$ cat config.mk
export PLATFORM = sky130hd
export DESIGN_NAME = ysyx_25040109_mdu_flat
export DESIGN_NICKNAME = d
export VERILOG_FILES = /design/src/rtl/ysyx_25040109_mdu_if.sv /design/src/rtl/ysyx_25040109_mdu.sv /design/src/flat_wrapper.sv
export SDC_FILE = /design/constraint.sdc
export NUM_CORES = 1
export LEC_CHECK = 0
export ABC_AREA = 1
export CAP_MARGIN = 0
export CORE_MARGIN = 5
export CORE_UTILIZATION = 25
export CTS_CLUSTER_DIAMETER = 100
export DETAILED_ROUTE_END_ITERATION = 7
export PLACE_DENSITY = 0.42
export SLEW_MARGIN = 25
export SYNTH_ARGS = -nofsm -noshare
export SYNTH_HDL_FRONTEND = slang
export SYNTH_SLANG_ARGS = --single-unit
$ cat constraint.sdc
create_clock -name clk -period 5.9 [get_ports clk]
set_input_delay 1.18 -clock clk [delete_from_list [all_inputs] [get_ports clk]]
set_output_delay 1.18 -clock clk [all_outputs]
set_load 0.005 [all_outputs]
$ cat src/rtl/ysyx_25040109_mdu_if.sv
// Request/response bundle between the EXU (master) and the RV32M multiply/divide unit (slave).
// Both handshakes transfer on a rising edge where valid && ready; the sender keeps its payload stable until then.
interface ysyx_25040109_mdu_if;
  logic        in_valid;
  logic        in_ready;
  logic [2:0]  funct3;
  logic [31:0] rs1_data;
  logic [31:0] rs2_data;
  logic [4:0]  rd_addr;
  logic        flush;
  logic        out_valid;
  logic        out_ready;
  logic [31:0] result;
  logic [4:0]  rd_addr_out;
  logic        busy;
  logic [1:0]  dbg_state;

  modport master (
    output in_valid, funct3, rs1_data, rs2_data, rd_addr, flush, out_ready,
    input  in_ready, out_valid, result, rd_addr_out, busy, dbg_state
  );

  modport slave (
    input  in_valid, funct3, rs1_data, rs2_data, rd_addr, flush, out_ready,
    output in_ready, out_valid, result, rd_addr_out, busy, dbg_state
  );
endinterface

$ cat src/rtl/ysyx_25040109_mdu.sv
// Iterative RV32M unit: 32-cycle shift-add multiply / restoring divide on operand magnitudes,
// with divide-by-zero and signed-overflow answered directly from the accept edge.
module ysyx_25040109_mdu (
  input  logic                      clk,
  input  logic                      rst_n,
  ysyx_25040109_mdu_if.slave        bus
);
  typedef enum logic [1:0] {IDLE = 2'd0, CALC = 2'd1, DONE = 2'd2} state_e;

  state_e      state_q;
  logic [4:0]  cnt_q;
  logic [2:0]  op_q;
  logic [4:0]  rd_q;
  logic        neg_q;
  logic [31:0] b_q;
  logic [63:0] acc_q;
  logic [31:0] result_q;

  logic        a_signed, b_signed, a_neg, b_neg, neg_in;
  logic [31:0] a_mag, b_mag;
  logic        div_zero, div_ovf;

  assign a_signed = (bus.funct3 == 3'b001) || (bus.funct3 == 3'b010) ||
                    (bus.funct3 == 3'b100) || (bus.funct3 == 3'b110);
  assign b_signed = (bus.funct3 == 3'b001) || (bus.funct3 == 3'b100) ||
                    (bus.funct3 == 3'b110);
  assign a_neg    = a_signed && bus.rs1_data[31];
  assign b_neg    = b_signed && bus.rs2_data[31];
  assign a_mag    = a_neg ? -bus.rs1_data : bus.rs1_data;
  assign b_mag    = b_neg ? -bus.rs2_data : bus.rs2_data;
  // Remainder follows the dividend sign; quotient and product follow the sign product.
  assign neg_in   = (bus.funct3[2] && bus.funct3[1]) ? a_neg : (a_neg ^ b_neg);
  assign div_zero = bus.funct3[2] && (bus.rs2_data == 32'd0);
  assign div_ovf  = ((bus.funct3 == 3'b100) || (bus.funct3 == 3'b110)) &&
                    (bus.rs1_data == 32'h8000_0000) && (bus.rs2_data == 32'hFFFF_FFFF);

  // acc_q holds {partial product, multiplier} for multiply and {remainder, quotient} for divide.
  logic [32:0] mul_sum;
  logic [63:0] mul_next;
  logic [31:0] rem_sh;
  logic [32:0] diff;
  logic [63:0] div_next;
  logic [63:0] step;
  logic [63:0] prod_fix;
  logic [31:0] fin;

  assign mul_sum  = {1'b0, acc_q[63:32]} + (acc_q[0] ? {1'b0, b_q} : 33'd0);
  assign mul_next = {mul_sum, acc_q[31:1]};
  assign rem_sh   = {acc_q[62:32], acc_q[31]};
  assign diff     = {acc_q[63], rem_sh} - {1'b0, b_q};
  assign div_next = diff[32] ? {rem_sh, acc_q[30:0], 1'b0} : {diff[31:0], acc_q[30:0], 1'b1};
  assign step     = op_q[2] ? div_next : mul_next;
  assign prod_fix = neg_q ? -step : step;

  always_comb begin
    fin = 32'd0;
    case (op_q)
      3'b000:         fin = prod_fix[31:0];
      3'b001, 3'b010,
      3'b011:         fin = prod_fix[63:32];
      3'b100, 3'b101: fin = neg_q ? -step[31:0] : step[31:0];
      default:        fin = neg_q ? -step[63:32] : step[63:32];
    endcase
  end

  always_ff @(posedge clk or negedge rst_n) begin
    if (!rst_n) begin
      state_q  <= IDLE;
      cnt_q    <= 5'd0;
      op_q     <= 3'd0;
      rd_q     <= 5'd0;
      neg_q    <= 1'b0;
      b_q      <= 32'd0;
      acc_q    <= 64'd0;
      result_q <= 32'd0;
    end else if (bus.flush) begin
      state_q <= IDLE;
      cnt_q   <= 5'd0;
    end else begin
      case (state_q)
        IDLE: begin
          if (bus.in_valid) begin
            op_q  <= bus.funct3;
            rd_q  <= bus.rd_addr;
            neg_q <= neg_in;
            b_q   <= b_mag;
            acc_q <= {32'd0, a_mag};
            cnt_q <= 5'd0;
            if (div_zero) begin
              result_q <= bus.funct3[1] ? bus.rs1_data : 32'hFFFF_FFFF;
              state_q  <= DONE;
            end else if (div_ovf) begin
              result_q <= bus.funct3[1] ? 32'd0 : 32'h8000_0000;
              state_q  <= DONE;
            end else begin
              state_q <= CALC;
            end
          end
        end
        CALC: begin
          acc_q <= step;
          cnt_q <= cnt_q + 5'd1;
          if (cnt_q == 5'd31) begin
            result_q <= fin;
            state_q  <= DONE;
          end
        end
        DONE: begin
          if (bus.out_ready) state_q <= IDLE;
        end
        default: state_q <= IDLE;
      endcase
    end
  end

  assign bus.in_ready    = (state_q == IDLE);
  assign bus.busy        = (state_q != IDLE);
  assign bus.out_valid   = (state_q == DONE);
  assign bus.result      = result_q;
  assign bus.rd_addr_out = rd_q;
  assign bus.dbg_state   = state_q;
endmodule

$ cat src/flat_wrapper.sv
// flat-port wrapper written by rule: the top's interface ports become plain ports
module ysyx_25040109_mdu_flat 
  (clk, rst_n, bus_in_valid, bus_funct3, bus_rs1_data, bus_rs2_data, bus_rd_addr, bus_flush, bus_out_ready, bus_in_ready, bus_out_valid, bus_result, bus_rd_addr_out, bus_busy, bus_dbg_state);
  ysyx_25040109_mdu_if bus_i ();
  input  logic clk;
  input  logic rst_n;
  input wire logic [$bits(bus_i.in_valid)-1:0] bus_in_valid;
  input wire logic [$bits(bus_i.funct3)-1:0] bus_funct3;
  input wire logic [$bits(bus_i.rs1_data)-1:0] bus_rs1_data;
  input wire logic [$bits(bus_i.rs2_data)-1:0] bus_rs2_data;
  input wire logic [$bits(bus_i.rd_addr)-1:0] bus_rd_addr;
  input wire logic [$bits(bus_i.flush)-1:0] bus_flush;
  input wire logic [$bits(bus_i.out_ready)-1:0] bus_out_ready;
  output wire logic [$bits(bus_i.in_ready)-1:0] bus_in_ready;
  output wire logic [$bits(bus_i.out_valid)-1:0] bus_out_valid;
  output wire logic [$bits(bus_i.result)-1:0] bus_result;
  output wire logic [$bits(bus_i.rd_addr_out)-1:0] bus_rd_addr_out;
  output wire logic [$bits(bus_i.busy)-1:0] bus_busy;
  output wire logic [$bits(bus_i.dbg_state)-1:0] bus_dbg_state;
  assign bus_i.in_valid = bus_in_valid;
  assign bus_i.funct3 = bus_funct3;
  assign bus_i.rs1_data = bus_rs1_data;
  assign bus_i.rs2_data = bus_rs2_data;
  assign bus_i.rd_addr = bus_rd_addr;
  assign bus_i.flush = bus_flush;
  assign bus_i.out_ready = bus_out_ready;
  assign bus_in_ready = bus_i.in_ready;
  assign bus_out_valid = bus_i.out_valid;
  assign bus_result = bus_i.result;
  assign bus_rd_addr_out = bus_i.rd_addr_out;
  assign bus_busy = bus_i.busy;
  assign bus_dbg_state = bus_i.dbg_state;
  ysyx_25040109_mdu u_core (.clk(clk), .rst_n(rst_n), .bus(bus_i));
endmodule
==> results.cfg, run 1 <==
[global_routing]
grt_pass1_vias = 18980
grt.overflow.total = 0
grt_pass1_wl_um = 124400
groute.usage.overall_pct = 22.25
grt_max_degree = 80
antenna_found_initial = 1

[final_layout]
finish.utilization_pct = 29.30
area_growth_pct = 16.38
nFillCells = 7809
drive_above_1_share_pct = 6.271
num-nets-final = 3183

[yosys]
syn_area_um2 = 17240
ys_seq_elements = 144
avgSynthCellArea_um2 = 5.846
ys_seq_area_share_pct = 20.91
synth_cells = 2948
synth_nets = 3098
synthFlopType = dfrtp_1
synth_cell_types = 64
synth-edff-count = 0
yosysWarnings = 0
synthArstFlopShare_pct = 100.0

[floorplanning]
chipWidth_um = 272.6
initial_utilization_pct = 25.17
num_rows = 96
io_pins = 119
core-area_um2 = 68470
die_h_um = 272.6
die_area_um2 = 74290

[sta]
finalSetupViolCount = 0
slew_violations = 0
hold_viol_final = 0
min_period_ps = 5126
layout_setup_ws_ps = 774.0
fin_crit_sh_pct = 86.88
finalClockSkew_ps = 26.87
tightest_slew_ps = 1073
slew-limit-headroom_pct = 27.70
fmax_mhz = 195.1
setup_tns_ps = 0
rsz0062_at_grt = no

[setup_path]
required_ps = 6280
criticalPathCategory = flip-flop to flip-flop
crit_family = simple AND/OR/NAND/NOR gates
crit_path_end_kind = flip-flop
crit_path_max_fanout = 6
crit_path_max_incr_delay_ps = 400
cp_slowest_cell = fa_1
cp.buffers_inverters = 4
cp.arrival_ps = 5500
start_kind = flip-flop

[run]
max_cap_violations = 0

[clock_tree]
cts_buffers = 17
htree_levels = 4
cts_sinks = 144
cts_setup_buffers = 0
clk_pin_slew_ps = 70
cts-root-buf = clkbuf_16
cts_tree = built
post_cts_resized = 0
insertion_delay_ps = 510
hold_buffers = 0
clock_path_buffers = 2

[route]
vias_per_cell = 5.010
wire_per_inst_um = 21.51
drc = 0
wl_um = 84540
drtIter0Drc = 1980
antenna_left = 0
vias = 19690
dr.pass1.iters = 6

[power_and_ir_drop]
p_leak_nw = 10.27
ir_drop_mv = 0.3035
power_density_nw_per_um2 = 696.0

[place]
post-place-ws_ps = 588.0
hpwl_um = 68610
io_buffer_count = 118
gp_congestion = 0.9872

[min_path]
hp-class = flip-flop to flip-flop

[outcome]
outcome = completed
## stage by stage
stage	cells	total power [mW]	cell area (um^2)	hold slack, ps
floorplan	2948	8.860	17240	465.7
detailed placement	3896	12.61	19430	468.4
finish	3930	13.96	20060	482.3
CTS	3928	13.90	20050	488.3
global placement	3896	12.66	19430	469.0
global route	3928	15.16	20050	518.7
## report_power, final
group	switching, mW	leakage, nW	total, mW	internal [mW]
clock network	0.533	0.306	1.23	0.695
registers	0.489	1.79	1.92	1.43
logic	7.57	8.18	10.8	3.24
## layer usage
metal | track usage [%] | vias up | part of all wire, %
met2 | 35.69 | 624 | 45
li1 | - | 9593 | -
met4 | 5.190 | 0 | 2.0
met5 | 0 | - | 0
met3 | 3.450 | 66 | 6.1
met1 | 31.55 | 9406 | 47
## worst register-to-register path, delay by kind of cell (launching register included)
kind | cells | cell delay (ps)
buffers and inverters | 4 | 430
AO/OA/AOI/OAI | 2 | 190
adder cells (fa/ha/maj) | 3 | 760
XOR/XNOR | 1 | 180
flip-flops | 1 | 360
AND/OR/NAND/NOR | 24 | 3080
## layout by cell type, fill, tap and decap left out, types with 4 or more instances in the layout
cell             instances
a21boi_1                18
a21o_1                   8
a21oi_1                164
a22oi_1                  9
a31oi_1                 11
buf_4                   42
clkbuf_16               17
clkdlybuf4s50_1        117
clkinv_1                 5
dfrtp_1                142
ha_1                    71
inv_1                  467
inv_2                    6
inv_6                    6
nand2_1                880
nand2_2                 34
nand2_4                 11
nand3_1                211
nand3_2                 11
nand3b_1                12
nand4_1                 26
nor2_1                 248
nor2_2                  19
nor2_4                   5
nor3_1                  44
nor4_1                  10
o211ai_1                13
o21a_1                   4
o21ai_0                211
o21ai_1                 12
o21ai_2                  6
o21bai_1                10
o22ai_1                 33
o31ai_1                  4
or2_2                   10
xnor2_1                 18
xor2_1                  83
## cells in the mapped netlist, types with 11 or more instances
library cell	instances	area, um^2
nand2_1	880	3303
nand2_4	11	123.9
o211ai_1	13	97.59
nand3_1	213	1066
nand4_1	26	162.7
o21ai_1	11	55.05
nor2_1	252	945.9
nand3b_1	12	90.09
nor3_1	44	220.2
xor2_1	83	727.0
nor2_2	17	106.4
a21boi_1	18	135.1
a21oi_1	164	820.8
a31oi_1	11	68.82
buf_2	16	80.08
dfrtp_1	144	3603
xnor2_1	18	157.7
nand2_2	34	212.7
o21ai_0	212	1061
ha_1	71	888.4
clkbuf_1	59	221.5
o22ai_1	33	206.5
inv_1	467	1753
## logic make-up after synthesis
family	Yosys count	synth area share, %
xor gates and xnor gates	101	5.132
DFF	144	20.91
AOI/OAI and AO/OA	527	17.45
and+or+nand+nor	1531	38.13
buffers and inverters	572	12.99
adders and majority gates	73	5.387
## path summary, 6_finish.rpt
| kind | slack, ps | to | depth (start not counted) | startpoint |
|---|---|---|---|---|
| max | 770 | u_core.bus.result[28]$_DFFE_PN0P_ | 34 | u_core.acc_q[31]$_DFFE_PN0P_ |
| min | 480 | u_core.bus.rd_addr_out[2]$_DFFE_PN0P_ | 2 | u_core.bus.rd_addr_out[2]$_DFFE_PN0P_ |
| max reg2reg | 770 | u_core.bus.result[28]$_DFFE_PN0P_ | 34 | u_core.acc_q[31]$_DFFE_PN0P_ |
| min reg2reg | 480 | u_core.bus.rd_addr_out[2]$_DFFE_PN0P_ | 2 | u_core.bus.rd_addr_out[2]$_DFFE_PN0P_ |
| max in group asynchronous | 3920 | u_core.acc_q[45]$_DFFE_PN0P_ | 2 | rst_n |
| min in group asynchronous | 750 | u_core.b_q[26]$_DFFE_PN0P_ | 1 | rst_n |
## flip-flops by register name (all words and copies together), names as in the netlist
register                cells
u_core.bus.dbg_state        2
u_core.bus.rd_addr_out      5
u_core.neg_q                1
u_core.acc_q               64
u_core.cnt_q                5
u_core.b_q                 32
u_core.op_q                 3
u_core.bus.result          32
## area by class of cell
cell class	count	area [um^2]	area share [%]
clock buffers	19	452.9	2.258
well taps	882	1104	5.502
flip-flops and latches	144	3608	17.99
inverters	478	1794	8.945
diodes	2	5.005	0.02495
repair buffers	160	1498	7.467
clock inverters	13	172.7	0.8608
multi-input cells	2232	11420	56.95
(Power assumes the default switching activity.)
==> inputs of run 2 (changes only) <==
- clock period: 5.9 -> 6.1 ns (I/O delays scaled with it)
==> results.cfg, run 2 (synthesized netlist as in run 1, its figures left out) <==
[route]
drc = 0
vias = 19760
vias_per_cell = 5.038
top_layer_used = met5
wire_per_inst_um = 21.40
antenna_left = 0
dr.pass1.iters = 5
wl_um = 83910
drt-met1-wl_um = 39980
drtIter0Drc = 1898
dr_wl_met2_um = 37900
wl_met3_um = 4011

[final_layout]
num-nets-final = 3177
layout_commonest_cell = nand2_1
mostFrequentLayoutCells = 880 x nand2_1, 467 x inv_1, 248 x nor2_1
final_area_um2 = 19950
area_growth_pct = 15.75
largest_reg_flops = 64
drive_above_1_share_pct = 6.022
regMostFlops = u_core.acc_q

[clock_tree]
cts_buffers = 17
clock_path_buffers = 2
cts_setup_buffers = 0
cts_tree = built
post_cts_resized = 0
clk_pin_slew_ps = 70
htree_levels = 4
cts-root-buf = clkbuf_16
hold_buffers = 0
cts_sinks = 144
insertion_delay_ps = 500

[setup_path]
criticalPathCategory = flip-flop to flip-flop
rrSetupSlack_ps = 970
cp_slowest_cell = fa_1
path_common_cell = nand2_4
reg2regPathDepth = 34
crit_path_max_incr_delay_ps = 410
start_kind = flip-flop
crit_path_max_fanout = 6
cp.arrival_ps = 5540
crit_start = u_core.acc_q[31]$_DFFE_PN0P_
r2r-start = u_core.acc_q[31]$_DFFE_PN0P_
critPathCapture = u_core.bus.result[30]$_DFFE_PN0P_
r2r-end = u_core.bus.result[30]$_DFFE_PN0P_
required_ps = 6510
crit_path_end_kind = flip-flop

[power_and_ir_drop]
finalPower_mw = 13.37
p_clk_share_pct = 8.1
switchingPower_mw = 8.307
power_density_nw_per_um2 = 670.1
internal_power_mw = 5.061
combPwrFrac_pct = 78.0
p_leak_nw = 10.20
power_frac_seq_pct = 13.9
ir_drop_mv = 0.2963
swShare_pct = 62.14

[global_routing]
antenna_found_initial = 3
grt.overflow.total = 0
grt_pass1_wl_um = 124100
grt_max_degree = 75
groute.usage.overall_pct = 22.15
grt_pass1_vias = 19110

[floorplanning]
core-area_um2 = 68470
num_rows = 96
die_area_um2 = 74290
io_pins = 119
initial_utilization_pct = 25.17
chipWidth_um = 272.6
die_h_um = 272.6

[place]
placed_cell_area_um2 = 19390
hpwl_um = 67990
io_buffer_count = 118
post-place-ws_ps = 869.4
gp_congestion = 0.9736

[sta]
layout_setup_ws_ps = 968.1
fin_crit_sh_pct = 84.13
min_period_ps = 5132
fmax_mhz = 194.9
tightest_slew_ps = 1080
finalClockSkew_ps = 18.29
setup_tns_ps = 0
slew-limit-headroom_pct = 27.27
rsz0062_at_grt = no
slew_violations = 0
finalSetupViolCount = 0
hold_viol_final = 0

[min_path]
hp-class = flip-flop to flip-flop

[run]
max_cap_violations = 0

[outcome]
outcome = completed
[run 2: layout make-up]
class / instances / area, um^2
fillers: 7793 / 48520
inverters: 478 / 1794
clock buffers: 19 / 442.9
diodes: 1 / 2.502
clock inverters: 12 / 110.1
well taps: 882 / 1104
flip-flops and latches: 144 / 3608
repair buffers: 154 / 1465
multi-input cells: 2232 / 11420
[run 2: stage by stage]
step | hold slack [ps] | std cells | utilization [%]
CTS | 488.8 | 3921 | 29.14
global route | 520.4 | 3921 | 29.14
detailed placement | 465.1 | 3890 | 28.33
floorplan | 465.7 | 2948 | -
finish | 487.7 | 3922 | 29.14
global placement | 467.5 | 3890 | 28.33
[run 2: power groups by stage]
| stage | clock, mW | sequential, mW | combinational [mW] |
|---|---|---|---|
| 2_1_floorplan | 0 | 1.63 | 6.94 |
| 3_3_place_gp | 0 | 1.87 | 10.3 |
| 3_5_place_dp | 0 | 1.88 | 10.3 |
| 4_1_cts | 1.11 | 1.87 | 10.4 |
| 5_1_grt | 1.14 | 1.92 | 11.5 |
| 6_report | 1.08 | 1.86 | 10.4 |
[run 2: how the worst min path moves through the flow]
stage,start,end,slack (ps),cells after the start
2_1_floorplan,u_core.acc_q[25]$_DFFE_PN0P_,u_core.acc_q[25]$_DFFE_PN0P_,470,2
3_3_place_gp,u_core.bus.rd_addr_out[2]$_DFFE_PN0P_,u_core.bus.rd_addr_out[2]$_DFFE_PN0P_,470,2
3_5_place_dp,u_core.bus.rd_addr_out[1]$_DFFE_PN0P_,u_core.bus.rd_addr_out[1]$_DFFE_PN0P_,470,2
4_1_cts,u_core.bus.rd_addr_out[2]$_DFFE_PN0P_,u_core.bus.rd_addr_out[2]$_DFFE_PN0P_,490,2
5_1_grt,u_core.bus.rd_addr_out[2]$_DFFE_PN0P_,u_core.bus.rd_addr_out[2]$_DFFE_PN0P_,520,2
6_report,u_core.bus.rd_addr_out[2]$_DFFE_PN0P_,u_core.bus.rd_addr_out[2]$_DFFE_PN0P_,490,2
[run 2: worst max-delay path, delay by kind of cell (launching register included)]
kind / cells / cell delay, ps
xor+xnor: 1 / 90
compound gates: 3 / 610
flops: 1 / 360
fa+ha+maj: 3 / 770
simple gates: 22 / 2710
buf+inv: 5 / 490
[run 2: metal layers]
layer | track usage [%] | up-vias
met5 | 0 | -
met4 | 5.964 | 2
met3 | 2.678 | 93
met2 | 35.46 | 582
met1 | 31.58 | 9518
li1 | - | 9565
==> inputs of run 3 (changes only) <==
- PLACE_DENSITY: 0.42 -> 0.44
- clock period: 6.1 -> 4.6 ns (I/O delays scaled with it)
==> results.cfg, run 3 (synthesized netlist as in run 1, its figures left out) <==
[floorplanning]
io_pins = 119
die_h_um = 272.6
chipWidth_um = 272.6
die_area_um2 = 74290
initial_utilization_pct = 25.17
num_rows = 96
core-area_um2 = 68470

[clock_tree]
cts_buffers = 17
cts_sinks = 144
htree_levels = 4
clock_path_buffers = 2
cts_tree = built
cts-root-buf = clkbuf_16
hold_buffers = 0
clk_pin_slew_ps = 80
insertion_delay_ps = 500

[final_layout]
regMostFlops = u_core.acc_q
nFillCells = 7783
diodes = 0
area_growth_pct = 20.12
num-nets-final = 3261
regArea_um2 = 3608
finish.utilization_pct = 30.24
mostFrequentLayoutCells = 878 x nand2_1, 467 x inv_1, 245 x nor2_1
largest_reg_flops = 64
drive_above_1_share_pct = 8.806
multi_input_area_um2 = 11470
finalNonFillerCells = 4005
layout_commonest_cell = nand2_1

[setup_path]
r2r-start = u_core.acc_q[31]$_DFFE_PN0P_
criticalPathCategory = flip-flop to flip-flop
required_ps = 5020
crit_path_end_kind = flip-flop
cp_slowest_cell = dfrtp_1
crit_path_max_incr_delay_ps = 360
crit_path_max_fanout = 5
cp.arrival_ps = 4700
path_common_cell = nand2_4
start_kind = flip-flop
crit_start = u_core.acc_q[31]$_DFFE_PN0P_

[global_routing]
grt_pass1_vias = 18620
groute.usage.overall_pct = 21.72
antenna_found_initial = 0
grt_max_degree = 75
grt_pass1_wl_um = 121800
grt.overflow.total = 0

[place]
hpwl_um = 66810
io_buffer_count = 118
dp_cells = 3970
gp_congestion = 0.9499
post-place-ws_ps = 20.75

[power_and_ir_drop]
ir_drop_mv = 0.3949
p_leak_nw = 10.65
finalPower_mw = 18.22
power_density_nw_per_um2 = 880.1

[route]
vias_per_cell = 4.874
wl_um = 81700
antenna_left = 0
vias = 19520
dr.pass1.iters = 5
drc = 0
wire_per_inst_um = 20.40
drtIter0Drc = 1921

[sta]
slew_violations = 0
hold_viol_final = 0
min_period_ps = 4283
fmax_mhz = 233.5
finalSetupViolCount = 0
fin_crit_sh_pct = 93.10
layout_setup_ws_ps = 317.4
slew-limit-headroom_pct = 19.60
finalClockSkew_ps = 21.50
tightest_slew_ps = 1193

[outcome]
outcome = completed

[run]
max_cap_violations = 0

[min_path]
hp-class = primary input to async pin
## run 3: worst max-delay path: cells and delay by family (launching register included)
family | cells | cell delay (ps)
flip-flops | 1 | 360
buffers and inverters | 5 | 360
XOR/XNOR | 1 | 160
adder cells (fa/ha/maj) | 3 | 640
AO/OA/AOI/OAI | 2 | 240
AND/OR/NAND/NOR | 22 | 2410
## run 3: layout make-up
| type | instances | share of cell area (%) |
|---|---|---|
| well taps | 882 | 5.331 |
| flip-flops and latches | 144 | 17.43 |
| inverters | 478 | 8.667 |
| repair buffers | 238 | 10.55 |
| clock buffers | 18 | 2.073 |
| clock inverters | 13 | 0.5621 |
| multi-input cells | 2232 | 55.39 |
## run 3: what timing repair did
| item | CTS | global route |
|---|---|---|
| setup endpoints to repair | 0 | 16 |
| setup buffers | 0 | 4 |
| endpoints found under the hold margin | 0 | 0 |
| gates resized for setup | 0 | 11 |
## run 3: power breakdown
| group | switching (mW) | total (mW) | internal (mW) |
|---|---|---|---|
| logic | 9.79 | 14.4 | 4.59 |
| clock network | 0.705 | 1.45 | 0.740 |
| registers | 0.564 | 2.40 | 1.83 |
## run 3: final timing paths
check	depth (start not counted)	endpoint	slack [ps]
setup reg to reg	33	u_core.bus.result[2]$_DFFE_PN0P_	320
setup / recovery	33	u_core.bus.result[2]$_DFFE_PN0P_	320
hold / removal	1	u_core.bus.result[22]$_DFFE_PN0P_	430
min in group clk	2	u_core.bus.rd_addr_out[0]$_DFFE_PN0P_	480
hold reg to reg	2	u_core.bus.rd_addr_out[0]$_DFFE_PN0P_	480
max in group asynchronous	2	u_core.acc_q[3]$_DFFE_PN0P_	3280
## run 3: per-layer routing
layer / global-route usage [%] / routed length, um
met5: 0 / 0
met2: 32.99 / 35440
met4: 7.592 / 2778
met3: 3.740 / 4907
met1: 31.06 / 38580
## run 3: through the flow
stage	hold slack, ps	TNS (ps)	cell area (um^2)
after detailed placement	466.7	0	20080
after global placement	461.1	-14.21	20080
after CTS	464.7	0	20630
after global routing	491.0	-96.11	20700
after floorplan	465.7	0	17240
final	433.4	0	20700
